### src/rtl/mc_core_sequencer_if.sv
// Memory-side handshake bundle for the multicycle sequencer.
// master = sequencer, slave = instruction/data memory side.
interface mc_core_sequencer_if #(
    parameter int unsigned ADDR_W = 32
) ();
    logic              imem_req;
    logic [ADDR_W-1:0] imem_addr;
    logic [31:0]       imem_rdata;
    logic              imem_ready;
    logic              dmem_req;
    logic              dmem_we;
    logic              dmem_ready;

    modport master (
        output imem_req,
        output imem_addr,
        input  imem_rdata,
        input  imem_ready,
        output dmem_req,
        output dmem_we,
        input  dmem_ready
    );

    modport slave (
        input  imem_req,
        input  imem_addr,
        output imem_rdata,
        output imem_ready,
        input  dmem_req,
        input  dmem_we,
        output dmem_ready
    );
endinterface

### src/rtl/mc_core_sequencer.sv
// Multicycle control sequencer: owns PC/IR, walks IF/ID/EXE/MEM/WB with
// ready handshakes on both memories, wait timeout, step mode and pause.
module mc_core_sequencer #(
    parameter int unsigned       ADDR_W   = 32,
    parameter logic [ADDR_W-1:0] RESET_PC = '0,
    parameter int unsigned       CNT_W    = 32,
    parameter int unsigned       MAX_WAIT = 15
) (
    input  logic                       clk,
    input  logic                       reset,
    input  logic                       enable,
    input  logic                       step_mode,
    input  logic                       step_req,
    input  logic                       halt_signal,
    mc_core_sequencer_if.master        mem,
    input  logic                       zero_flag,
    output logic [31:0]                ir,
    output logic [ADDR_W-1:0]          pc,
    output logic [2:0]                 current_state,
    output logic                       reg_write,
    output logic                       reg_dst,
    output logic                       alu_src_b,
    output logic                       mem_to_reg,
    output logic [CNT_W-1:0]           retire_count,
    output logic                       fault
);

    typedef enum logic [2:0] {
        StIf    = 3'b000,
        StId    = 3'b001,
        StExe   = 3'b010,
        StMem   = 3'b011,
        StWb    = 3'b100,
        StHalt  = 3'b101,
        StFault = 3'b110
    } state_e;

    localparam logic [5:0] OpRtype = 6'b000000;
    localparam logic [5:0] OpJ     = 6'b000010;
    localparam logic [5:0] OpBeq   = 6'b000100;
    localparam logic [5:0] OpBne   = 6'b000101;
    localparam logic [5:0] OpAddi  = 6'b001000;
    localparam logic [5:0] OpOri   = 6'b001101;
    localparam logic [5:0] OpLw    = 6'b100011;
    localparam logic [5:0] OpSw    = 6'b101011;
    localparam logic [5:0] OpHalt  = 6'b111111;

    // Timeout fires on the MAX_WAIT-th consecutive not-ready request cycle.
    localparam logic [7:0] WaitLast = 8'(MAX_WAIT - 1);

    state_e            state_q, state_d;
    logic [ADDR_W-1:0] pc_q, pc_d;
    logic [31:0]       ir_q, ir_d;
    logic [CNT_W-1:0]  retire_q;
    logic              retire;
    logic              credit_q, credit_d;
    logic              fetch_q, fetch_d;
    logic [7:0]        wait_q, wait_d;
    logic              ireq_q;

    logic [5:0]        opcode;
    logic [ADDR_W-1:0] pc_plus4;
    logic [ADDR_W-1:0] br_off;
    logic [ADDR_W-1:0] jmp_mask;
    logic [ADDR_W-1:0] jmp_target;
    logic              gate_open;
    logic              imem_req_c;
    logic              dmem_req_c;
    logic              req_active;
    logic              req_ready;
    logic              timeout;
    logic              in_exec;

    // Shared datapath terms and handshake bookkeeping
    always_comb begin
        opcode     = ir_q[31:26];
        pc_plus4   = pc_q + ADDR_W'(4);
        br_off     = ADDR_W'($signed({{14{ir_q[15]}}, ir_q[15:0], 2'b00}));
        jmp_mask   = ADDR_W'(32'h0FFF_FFFF);
        jmp_target = (pc_plus4 & ~jmp_mask) | (ADDR_W'({ir_q[25:0], 2'b00}) & jmp_mask);
        gate_open  = !halt_signal && (!step_mode || credit_q);
        // Once a fetch is in flight it stays up regardless of the gate.
        imem_req_c = (state_q == StIf) && (fetch_q || gate_open);
        dmem_req_c = (state_q == StMem);
        req_active = imem_req_c || dmem_req_c;
        req_ready  = (imem_req_c && mem.imem_ready) || (dmem_req_c && mem.dmem_ready);
        timeout    = req_active && !req_ready && (wait_q == WaitLast);
        wait_d     = (req_active && !req_ready) ? wait_q + 8'd1 : 8'd0;
        fetch_d    = imem_req_c && !mem.imem_ready && !timeout;
        credit_d   = (imem_req_c && !fetch_q) ? 1'b0 : (credit_q | step_req);
    end

    // State, PC/IR, retire counter and handshake registers
    always_ff @(posedge clk) begin
        if (reset) begin
            state_q  <= StIf;
            pc_q     <= RESET_PC;
            ir_q     <= '0;
            retire_q <= '0;
            credit_q <= 1'b0;
            fetch_q  <= 1'b0;
            wait_q   <= '0;
            ireq_q   <= 1'b0;
        end else if (enable) begin
            state_q  <= state_d;
            pc_q     <= pc_d;
            ir_q     <= ir_d;
            retire_q <= retire ? retire_q + CNT_W'(1) : retire_q;
            credit_q <= credit_d;
            fetch_q  <= fetch_d;
            wait_q   <= wait_d;
            ireq_q   <= imem_req_c;
        end
    end

    // Next-state and transition actions (PC update, IR latch, retire)
    always_comb begin
        state_d = state_q;
        pc_d    = pc_q;
        ir_d    = ir_q;
        retire  = 1'b0;
        unique case (state_q)
            StIf: begin
                if (imem_req_c) begin
                    if (mem.imem_ready) begin
                        ir_d    = mem.imem_rdata;
                        state_d = StId;
                    end else if (timeout) begin
                        state_d = StFault;
                    end
                end
            end
            StId: begin
                if (opcode == OpHalt) begin
                    state_d = StHalt;
                end else if (opcode == OpJ) begin
                    pc_d    = jmp_target;
                    retire  = 1'b1;
                    state_d = StIf;
                end else begin
                    state_d = StExe;
                end
            end
            StExe: begin
                if (opcode == OpBeq || opcode == OpBne) begin
                    if ((opcode == OpBeq) == zero_flag) pc_d = pc_plus4 + br_off;
                    else                                 pc_d = pc_plus4;
                    retire  = 1'b1;
                    state_d = StIf;
                end else if (opcode == OpLw || opcode == OpSw) begin
                    state_d = StMem;
                end else if (opcode == OpRtype || opcode == OpAddi || opcode == OpOri) begin
                    state_d = StWb;
                end else begin
                    state_d = StFault;
                end
            end
            StMem: begin
                if (mem.dmem_ready) begin
                    if (opcode == OpSw) begin
                        pc_d    = pc_plus4;
                        retire  = 1'b1;
                        state_d = StIf;
                    end else begin
                        state_d = StWb;
                    end
                end else if (timeout) begin
                    state_d = StFault;
                end
            end
            StWb: begin
                pc_d    = pc_plus4;
                retire  = 1'b1;
                state_d = StIf;
            end
            StHalt:  state_d = StHalt;
            StFault: state_d = StFault;
            default: state_d = StFault;
        endcase
    end

    // Outputs: requests, strobes and decode lines
    always_comb begin
        in_exec       = (state_q == StId) || (state_q == StExe) ||
                        (state_q == StMem) || (state_q == StWb);
        // While disabled the fetch request repeats its last driven value.
        mem.imem_req  = reset ? 1'b0 : (enable ? imem_req_c : ireq_q);
        mem.imem_addr = pc_q;
        mem.dmem_req  = !reset && dmem_req_c;
        mem.dmem_we   = !reset && dmem_req_c && (opcode == OpSw);
        reg_write     = !reset && enable && (state_q == StWb);
        reg_dst       = in_exec && (opcode == OpRtype);
        alu_src_b     = in_exec && (opcode == OpAddi || opcode == OpOri ||
                                    opcode == OpLw   || opcode == OpSw);
        mem_to_reg    = in_exec && (opcode == OpLw);
        fault         = (state_q == StFault);
        current_state = state_q;
        pc            = pc_q;
        ir            = ir_q;
        retire_count  = retire_q;
    end

endmodule

### src/flat_wrapper.sv
// flat-port wrapper written by rule: the top's interface ports become plain ports
module mc_core_sequencer_flat 
#(
    parameter int unsigned       ADDR_W   = 32,
    parameter logic [ADDR_W-1:0] RESET_PC = '0,
    parameter int unsigned       CNT_W    = 32,
    parameter int unsigned       MAX_WAIT = 15
)
  (clk, reset, enable, step_mode, step_req, halt_signal, zero_flag, ir, pc, current_state, reg_write, reg_dst, alu_src_b, mem_to_reg, retire_count, fault, mem_imem_req, mem_imem_addr, mem_imem_rdata, mem_imem_ready, mem_dmem_req, mem_dmem_we, mem_dmem_ready);
  mc_core_sequencer_if #(.ADDR_W(ADDR_W)) mem_i ();
  input  logic clk;
  input  logic reset;
  input  logic enable;
  input  logic step_mode;
  input  logic step_req;
  input  logic halt_signal;
  input  logic zero_flag;
  output logic [31:0] ir;
  output logic [ADDR_W-1:0] pc;
  output logic [2:0] current_state;
  output logic reg_write;
  output logic reg_dst;
  output logic alu_src_b;
  output logic mem_to_reg;
  output logic [CNT_W-1:0] retire_count;
  output logic fault;
  output wire logic [$bits(mem_i.imem_req)-1:0] mem_imem_req;
  output wire logic [$bits(mem_i.imem_addr)-1:0] mem_imem_addr;
  input wire logic [$bits(mem_i.imem_rdata)-1:0] mem_imem_rdata;
  input wire logic [$bits(mem_i.imem_ready)-1:0] mem_imem_ready;
  output wire logic [$bits(mem_i.dmem_req)-1:0] mem_dmem_req;
  output wire logic [$bits(mem_i.dmem_we)-1:0] mem_dmem_we;
  input wire logic [$bits(mem_i.dmem_ready)-1:0] mem_dmem_ready;
  assign mem_imem_req = mem_i.imem_req;
  assign mem_imem_addr = mem_i.imem_addr;
  assign mem_i.imem_rdata = mem_imem_rdata;
  assign mem_i.imem_ready = mem_imem_ready;
  assign mem_dmem_req = mem_i.dmem_req;
  assign mem_dmem_we = mem_i.dmem_we;
  assign mem_i.dmem_ready = mem_dmem_ready;
  mc_core_sequencer #(.ADDR_W(ADDR_W), .RESET_PC(RESET_PC), .CNT_W(CNT_W), .MAX_WAIT(MAX_WAIT)) u_core (.clk(clk), .reset(reset), .enable(enable), .step_mode(step_mode), .step_req(step_req), .halt_signal(halt_signal), .mem(mem_i), .zero_flag(zero_flag), .ir(ir), .pc(pc), .current_state(current_state), .reg_write(reg_write), .reg_dst(reg_dst), .alu_src_b(alu_src_b), .mem_to_reg(mem_to_reg), .retire_count(retire_count), .fault(fault));
endmodule
### config.mk
export PLATFORM = sky130hd
export DESIGN_NAME = mc_core_sequencer_flat
export DESIGN_NICKNAME = d
export VERILOG_FILES = /design/src/rtl/mc_core_sequencer_if.sv /design/src/rtl/mc_core_sequencer.sv /design/src/flat_wrapper.sv
export SDC_FILE = /design/constraint.sdc
export NUM_CORES = 1
export LEC_CHECK = 0
export BUFFER_PORTS_ARGS = -buffer_cell sky130_fd_sc_hd__buf_2
export CORE_MARGIN = 5
export CORE_UTILIZATION = 49
export CTS_CLUSTER_DIAMETER = 80
export DETAILED_ROUTE_END_ITERATION = 8
export PLACE_DENSITY_LB_ADDON = 0.05
export SETUP_SLACK_MARGIN = 0.3
export SLEW_MARGIN = 20
export SYNTH_ARGS = -nofsm -noshare
export SYNTH_HDL_FRONTEND = slang
export SYNTH_SLANG_ARGS = --single-unit
### constraint.sdc
create_clock -name clk -period 3.87 [get_ports clk]
set_clock_uncertainty 0.15 [all_clocks]
set_input_delay 1.161 -clock clk [delete_from_list [all_inputs] [get_ports clk]]
set_output_delay 1.161 -clock clk [all_outputs]
set_load 0.1 [all_outputs]
### After elaboration in Yosys (flattened, before gate mapping)

Index checks and enable logic that the tools add are counted.

| storage, ports and cells | value |
|---|---|
| register bits | 110 |
| word-level logic and storage cells | 108 |

| cells by class | value |
|---|---|
| add/sub/neg operators | 4 |
| eq/ne operators | 22 |
| mux-type cells | 28 |
| bitwise logic cells | 2 |
| reduce and logical (&&, ||, !) cells | 44 |

Operator list:

| operator | number |
|---|---|
| $mux W32 | 6 |
| $pmux W32 S4 | 1 |
| $add A32 B1 Y32 const B | 1 |
| $add A32 B3 Y32 const B | 1 |
| $add A32 B32 Y32 | 1 |
| $or A32 B28 Y32 | 1 |
| $mux W3 | 8 |
| $eq A6 B6 Y1 const B | 3 |
| $pmux W3 S6 | 1 |
| $logic_and A1 B1 Y1 | 16 |
| $logic_or A1 B1 Y1 | 14 |
| $eq A6 B3 Y1 const B | 2 |
| $eq A6 B4 Y1 const B | 2 |
| $eq A3 B3 Y1 const B | 3 |
| $add A8 B1 Y8 const B | 1 |
| $eq A8 B4 Y1 const B | 1 |
| $mux W1 | 8 |
| $mux W8 | 1 |
| $logic_not A1 Y1 | 7 |
| $reduce_and A7 Y1 | 1 |
| $eq A3 B2 Y1 const B | 2 |
| $eq A6 B2 Y1 const B | 1 |
| $logic_not A6 Y1 | 1 |
| $ne A2 B1 Y1 const B | 3 |
| 10 further kinds | 14 |

### Depth between registers and ports, before layout

Gate-level depths: netlist of run 1.

| depth | value |
|---|---|
| depth in word-level cells | 14 |
| mapped depth | 17 |

### Worst setup path before layout of run 1

OpenSTA, ideal clock, no wires.

| timing | value |
|---|---|
| path kind | register -> output |
| from | register u_core.state_q[2] (netlist: u_core.current_state[2]) |
| to | output port mem_to_reg |
| data arrival time | 4.478 ns |
| data required time | 2.559 ns |
| setup slack | -1.919 ns |
| cell stages (with the launch flop) | 5 |
| path buffers | 2 |
| cells stage by stage | dfxtp_1 > clkbuf_1 > clkbuf_1 > xor2_1 > nor4_1 |

| on the way | value |
|---|---|
| longest elaborated chain between the ends | 5 |

Ends and longest elaborated chain:

| element | line | source |
|---|---|---|
| start, declared | mc_core_sequencer.sv:51 | `state_e state_q, state_d;` |
| start signal, assigned | mc_core_sequencer.sv:96 | `state_q <= StIf;` |
| start signal, assigned | mc_core_sequencer.sv:105 | `state_q <= state_d;` |
| $eq A3 B1 Y1 or $eq A3 B2 Y1 (tied branches) | mc_core_sequencer.sv:184 | `in_exec = (state_q == StId) \|\| (state_q == StExe) \|\|` |
| $logic_or A1 B1 Y1 (2 in series) | mc_core_sequencer.sv:184 |  |
| $logic_or A1 B1 Y1 * | mc_core_sequencer.sv:185 | `(state_q == StMem) \|\| (state_q == StWb);` |
| $logic_and A1 B1 Y1 * | mc_core_sequencer.sv:195 | `mem_to_reg = in_exec && (opcode == OpLw);` |
| end, declared | flat_wrapper.sv:24 | `output logic mem_to_reg;` |

Mark *: on every way between the ends. The rest lies on a longest branch, timed or not.

### Worst setup path after layout of run 1

| timing | value |
|---|---|
| from | register u_core.pc_q[18] (netlist: u_core.mem.imem_addr[18]) |
| to | register u_core.pc_q[31] (netlist: u_core.mem.imem_addr[31]) |

| on the way | value |
|---|---|
| longest elaborated chain between the ends | 5 |

Ends and longest elaborated chain:

| element | line | source |
|---|---|---|
| start, declared | mc_core_sequencer.sv:52 | `logic [ADDR_W-1:0] pc_q, pc_d;` |
| start signal, assigned | mc_core_sequencer.sv:106 | `pc_q <= pc_d;` |
| $add A32 B3 Y32 * | mc_core_sequencer.sv:77 | `pc_plus4 = pc_q + ADDR_W'(4);` |
| $add A32 B32 Y32 or $or A32 B28 Y32 (tied branches) | mc_core_sequencer.sv:146, mc_core_sequencer.sv:80 |  |
| $mux W32 (on tied branches) | mc_core_sequencer.sv:146, mc_core_sequencer.sv:136 |  |
| $mux W32 (on tied branches) | mc_core_sequencer.sv:145, mc_core_sequencer.sv:134 |  |
| $pmux W32 S4 * | mc_core_sequencer.sv:122 | `unique case (state_q)` |

Mark *: on every way between the ends. The rest lies on a longest branch, timed or not. The select of a mux whose other input is x is not followed.
A chain may end at the register's enable or synchronous reset.

==> run summary, run 1 <==
Grt ovf: 0
Tcrit/Tclk final: 91.82%
Ys flop type: dfxtp_1
Die area: 17690 µm²
CP Launch Type: flip-flop
Initial antenna violation count: 1
DRT iter0 DRCs: 486
Sink Count: 108
Sequential share of the synthesized area: 29.15%
Syn Inst Count: 979
Antenna viol nets, final: 0
Ys Warns: 0
Placeable Area: 15030 µm²
Synthesized area per cell: 7.575 µm²
Setup CP Type: reg2reg
Hold Crit Depth: 2
Yosys cell types: 77
Fin nets: 1210
Final Hold Viols: 0
Post-Route WL: 22.55 mm
CTS tree: done
Crit path capture type: flip-flop
I/O pin count: 180
Worst EP arrival: 3.67 ns
Crit-path slowest cell: dfxtp_4
Post-synth EDFFs: 0
Crit-path cells: and4_4, nand2_2, nor4_4, buf_4, nand4_1, xnor2_2, ha_4, a21oi_4, nand2b_4, nand2b_1, a21oi_2, nand3_1, o311a_1, nand4_1, mux2_4
Final setup violation count: 0
Rows: 45
Yosys reg bits: 108
Vias: 7530
Least-Margin Pin Slew: 0.9743 ns
Crit-path max cell delay: 0.40 ns
Layout cells sized above 1: 32.69%
Largest net degree at the start of global routing: 50
CP Max Fanout: 8
Clk slew on worst S/H paths: 0.08 ns
Area grow syn2layout: 27.43%
Async set or reset register ratio after synthesis: 0%
Peak supply drop: 0.2526 mV
Status: complete, no violations
Register-to-Register Path Depth: 15
RSZ-0062 raised after global routing: true
Minimum clock period: 3.553 ns
TritonCTS buffer count: 9
Initial core utilization: 49.33%
Die W: 133.0 µm
Netlist Area Pre-Place: 7416 µm²
IO Port Bufs: 175
Drt first pass iters: 8
Placed Area: 8577 µm²
Max-cap violation count: 0
Slew Limit Fails: 0
TNS Setup: 0 ns
Crit-path most repeated cell: nand4_1
Clock buffer depth: 2
Slew HR: 35.05%
DRC: 0
CTS H-tree depth: 3
Leakage: 4.219 nW
Root Buffer: clkbuf_16
GRT Resource Usage Total: 24.22%
Final Cell Area: 9450 µm²
Vias in the first global route: 6942
Die height: 133.0 µm
Vias per cell: 5.687
Fmax: 281.4 MHz
Pwr dens: 256.1 nW/µm²
Hold Path Class: reg2reg
Global-route wire length before repair: 35.38 mm
Detailed Place HPWL: 16.28 mm
Drt wl/cell: 17.03 µm
Data required time of the critical path: 3.99 ns
Worst skew pair latency: 0.37 ns
GP Congestion: 0.9836
Final Core Density: 62.86%
-- cell type report --
type                       instances  area, µm²
inverter                          20      75.07
clock buffer                      10      250.2
timing repair buffer             226       1319
tap                              188      235.2
fill                            1389       5583
sequential                       108       2258
clock inverter                     6      61.31
antenna                            1      2.502
multi-input combinational        765       5249
-- critical path, delay by kind of cell, from the launching register on --
kind / cells / cell delay (ns)
flip-flops: 1 / 0.40
adder cells (fa/ha/maj): 1 / 0.27
buffers and inverters: 1 / 0.17
AND/OR/NAND/NOR: 8 / 1.23
AO/OA/AOI/OAI: 3 / 0.65
multiplexers: 1 / 0.31
XOR/XNOR: 1 / 0.29
-- logic make-up (layout without fill, tap and decap cells) --
logic type	Yosys count	count (layout)	synth area share (%)
buf+inv	109	262	7.457
simple gates	413	413	26.79
fa+ha+maj	39	39	6.681
flops	108	108	29.15
xor+xnor	85	85	10.14
mux	5	5	0.7086
compound gates	219	219	19.01
other cells	1	5	0.05057
-- cell usage in the layout (no fill, tap or decap), types with 12 or more instances in the layout --
cell,n
ha_1,25
o21ai_0,23
xnor2_1,35
xor2_1,39
nand2b_1,13
nor3_1,20
a21oi_1,72
nand3_1,20
buf_4,51
nand4_1,24
nand2_1,148
dfxtp_1,75
nor2_1,100
dfxtp_4,22
inv_1,19
and3_1,12
buf_2,171
-- synthesized netlist by cell type (24+ instances only) --
cell,count,share of area [%]
nor3_1,25,1.7
nand2_1,154,7.8
nor2_1,106,5.4
xnor2_1,45,5.3
ha_1,38,6.4
xor2_1,39,4.6
a21oi_1,85,5.7
o21ai_0,29,2.0
nand4_1,24,2.0
dfxtp_1,108,29
clkbuf_1,45,2.3
buf_4,34,3.4
-- power breakdown --
part	switching, mW	leakage, nW	internal [mW]	total (mW)
Sequential	0.0259	0.895	1.11	1.14
Combinational	0.221	3.17	0.0800	0.301
Clock	0.489	0.155	0.494	0.983
-- path summary, 6_finish.rpt --
check	startpoint	end	slack, ns
min reg2reg	u_core.ir[21]$_SDFFE_PP0P_	u_core.ir[21]$_SDFFE_PP0P_	0.34
min	u_core.ir[21]$_SDFFE_PP0P_	u_core.ir[21]$_SDFFE_PP0P_	0.34
max	u_core.mem.imem_addr[18]$_SDFFE_PP0P_	u_core.mem.imem_addr[31]$_SDFFE_PP0P_	0.32
max reg2reg	u_core.mem.imem_addr[18]$_SDFFE_PP0P_	u_core.mem.imem_addr[31]$_SDFFE_PP0P_	0.32
-- flip-flops by register name, summed over array words and instances, names as in the netlist --
signal / cells
u_core.ir: 32
u_core.retire_count: 32
u_core.mem.imem_addr: 30
u_core.wait_q: 8
u_core.current_state: 3
u_core.credit_q: 1
u_core.fetch_q: 1
u_core.ireq_q: 1
-- through the flow --
step	setup slack, ns	cells	power (mW)	hold slack [ns]
2_1_floorplan	0.1430	982	1.389	0.3275
3_3_place_gp	0.1066	1285	1.453	0.3186
3_5_place_dp	0.06755	1285	1.454	0.3207
4_1_cts	0.3117	1306	2.428	0.3344
5_1_grt	0.1780	1323	2.505	0.3604
6_report	0.3166	1324	2.420	0.3374
-- per-layer routing --
layer / wire length, µm / GRT usage (%) / up-vias
met1: 9943 / 31.73 / 3559
met3: 1370 / 5.361 / 30
li1: - / - / 3715
met4: 353 / 5.947 / 2
met5: 11 / 0 / -
met2: 10870 / 40.55 / 224
-- what timing repair did --
action                     in CTS  in global routing
hold buffers                    0                  0
pin swaps                       7                 33
setup endpoints to repair       5                 12
gates cloned                    0                  0
setup buffers                   5                 17
gates resized for setup        20                 59
(Power assumes the default switching activity.)
==> run 2, diff against run 1 <==
--- a/config.mk
+++ b/config.mk
@@ -6,8 +6,10 @@
 export NUM_CORES = 1
 export LEC_CHECK = 0
 export BUFFER_PORTS_ARGS = -buffer_cell sky130_fd_sc_hd__buf_2
+export CELL_PAD_IN_SITES_DETAIL_PLACEMENT = 1
+export CELL_PAD_IN_SITES_GLOBAL_PLACEMENT = 2
 export CORE_MARGIN = 5
-export CORE_UTILIZATION = 49
+export CORE_UTILIZATION = 28
 export CTS_CLUSTER_DIAMETER = 80
 export DETAILED_ROUTE_END_ITERATION = 8
 export PLACE_DENSITY_LB_ADDON = 0.05
==> run 2 against run 1 <==
Effect of this change: via count increased by 1.7%; sequential share of layout area decreased by 1.2 points; non-clock buffer count increased by 30; critical endpoint unchanged; highest routed layer unchanged.
==> run summary, run 2 (same netlist as run 1, synthesis figures left out) <==
Status: complete, no violations
Most frequent cells in the layout: buf_2, nand2_1, nor2_1
Slew Limit Fails: 0 (unchanged)
Int Power: 1.662 mW (-1.3%)
R2R Path Start: u_core.mem.imem_addr[7]$_SDFFE_PP0P_
TritonCTS buffer count: 9 (unchanged)
Clock buffer depth: 2 (unchanged)
Total power: 2.458 mW (+1.5%)
Clk pwr share: 41.1% (+0.5 points)
Crit-path slowest cell: or4_1
Met3 usage: 3.472% (-1.9 points)
Largest net degree at the start of global routing: 51 (+2.0%)
Crit path capture type: flip-flop
Die area: 29840 µm² (+69%)
Crit-path cells: and4_4, buf_6, nand4_4, or3_4, buf_12, nor2_4, xor2_2, ha_4, and2_4, nand3_2, or4_1, o31a_1, nand4_1, mux2_4
CP Launch Type: flip-flop
Layout cells sized above 1: 35.54% (+2.8 points)
Leakage: 4.386 nW (+4.0%)
Data required time of the critical path: 3.97 ns (-0.02 ns)
CTS H-tree depth: 3 (unchanged)
GP Congestion: 0.8093 (-18%)
Crit path launch: u_core.mem.imem_addr[7]$_SDFFE_PP0P_
Least-Margin Pin Slew: 0.8060 ns (-0.1683 ns)
Post-Route WL: 28.28 mm (+25%)
Logic pwr share: 12.6% (+0.2 points)
Fmax: 281.8 MHz (+0.13%)
CTS tree: done
Sequential share of power: 46.3% (-0.6 points)
Peak supply drop: 0.2579 mV (+2.1%)
Root Buffer: clkbuf_16
Vias in the first global route: 7912 (+14%)
GRT Max-Usage Layer: met2
Die W: 172.7 µm (+30%)
Number of diodes: 0 (-1)
Final Hold Viols: 0 (unchanged)
Setup CP Type: reg2reg
Vias per cell: 5.107 (-10%)
Fin nets: 1240 (+2.5%)
Placeable Area: 26060 µm² (+73%)
Area grow syn2layout: 33.93%
Vias: 7661 (+1.7%)
Final setup violation count: 0 (unchanged)
Max-cap violation count: 0 (unchanged)
Drt first pass iters: 4 (-4)
TNS Setup: 0 ns (unchanged)
Filler cells: 3186 (+130%)
Global-route wire length before repair: 44.94 mm (+27%)
Hold Path Class: reg2reg
Initial core utilization: 28.46% (-21 points)
Clk slew on worst S/H paths: 0.09 ns (about the same)
RSZ-0062 raised after global routing: true
Worst EP arrival: 3.65 ns (-0.02 ns)
I/O pin count: 180 (unchanged)
Initial antenna violation count: 2 (+1)
Met2 Use GR: 30.74% (-9.8 points)
Pwr dens: 247.5 nW/µm² (-3.4%)
Drt wl/cell: 18.85 µm (+11%)
Switching share of total power: 32.39% (+2.0 points)
Hold Startpoint: u_core.ir[24]$_SDFFE_PP0P_
Rows: 59 (+31%)
P_sw: 795.9 µW (+8.1%)
Sink Count: 108 (unchanged)
CP Max Fanout: 5 (-3)
Grt ovf: 0 (unchanged)
Die height: 172.7 µm (+30%)
DRC: 0 (unchanged)
DRT iter0 DRCs: 261 (-46%)
Detailed Place HPWL: 20.93 mm (+29%)
Minimum clock period: 3.549 ns (-0.004475 ns)
GRT Resource Usage Total: 18.13% (-6.1 points)
Commonest non-fill, non-tap cell in the layout: buf_2
Antenna viol nets, final: 0 (unchanged)
Met1 usage: 23.99% (-7.7 points)
Tcrit/Tclk final: 91.70% (-0.12 points)
Crit-path max cell delay: 0.48 ns (+0.08 ns)
IO Port Bufs: 175 (unchanged)
Worst skew pair latency: 0.37 ns (about the same)
Slew HR: 46.27% (+11 points)
run 2: metal layers:
metal / vias up / part of all wire [%]
li1: 3779 / -
met1: 3728 / 48
met2: 126 / 48
met3: 24 / 3.3
met4: 4 / 1.3
met5: - / 0.074
run 2: cell type report:
class | count | area [µm²] | area share [%]
clock buffer | 9 | 225.2 | 2.268
clock inverter | 7 | 86.33 | 0.8692
inverter | 20 | 75.07 | 0.7559
multi-input combinational | 765 | 5279 | 53.15
timing repair buffer | 256 | 1589 | 16.00
sequential | 108 | 2258 | 22.74
tap | 335 | 419.2 | 4.220
run 2: power groups by stage:
stage / registers [mW] / clock network, mW / logic, mW
6_report: 1.14 / 1.01 / 0.311
5_1_grt: 1.14 / 1.08 / 0.333
4_1_cts: 1.14 / 1.06 / 0.309
3_5_place_dp: 1.16 / 0 / 0.304
3_3_place_gp: 1.16 / 0 / 0.304
2_1_floorplan: 1.23 / 0 / 0.156
run 2: final timing paths:
| path | cells past startpoint | end | slack [ns] |
|---|---|---|---|
| worst max-delay path | 14 | u_core.mem.imem_addr[31]$_SDFFE_PP0P_ | 0.32 |
| worst min register to register | 2 | u_core.ir[24]$_SDFFE_PP0P_ | 0.33 |
| worst max register to register | 14 | u_core.mem.imem_addr[31]$_SDFFE_PP0P_ | 0.32 |
| worst min-delay path | 2 | u_core.ir[24]$_SDFFE_PP0P_ | 0.33 |
run 2: worst max-delay path: cells and delay by family, from the launching register on:
kind / cells / cell delay, ns
adder cells (fa/ha/maj): 1 / 0.20
buffers and inverters: 2 / 0.27
AND/OR/NAND/NOR: 8 / 1.79
multiplexers: 1 / 0.31
flip-flops: 1 / 0.37
XOR/XNOR: 1 / 0.23
AO/OA/AOI/OAI: 1 / 0.12
run 2: timing repair:
| item | 4_1_cts | 5_1_grt |
|---|---|---|
| buffers inserted | 16 | 20 |
| resized for setup | 40 | 58 |
| endpoints found under the setup margin | 13 | 17 |
| hold buffers | 0 | 0 |
| cloned | 0 | 0 |
| pin swaps | 22 | 42 |
run 2: metrics by stage:
step	hold slack (ns)	setup slack [ns]	cells	utilization [%]	instance area (µm²)
2_1_floorplan	0.3275	0.1430	982	-	7727
3_3_place_gp	0.3172	0.1082	1448	34.13	8895
3_5_place_dp	0.3214	0.02423	1448	34.13	8895
4_1_cts	0.3347	0.2714	1480	36.51	9514
5_1_grt	0.3707	0.1828	1500	38.11	9932
6_report	0.3285	0.3211	1500	38.11	9932
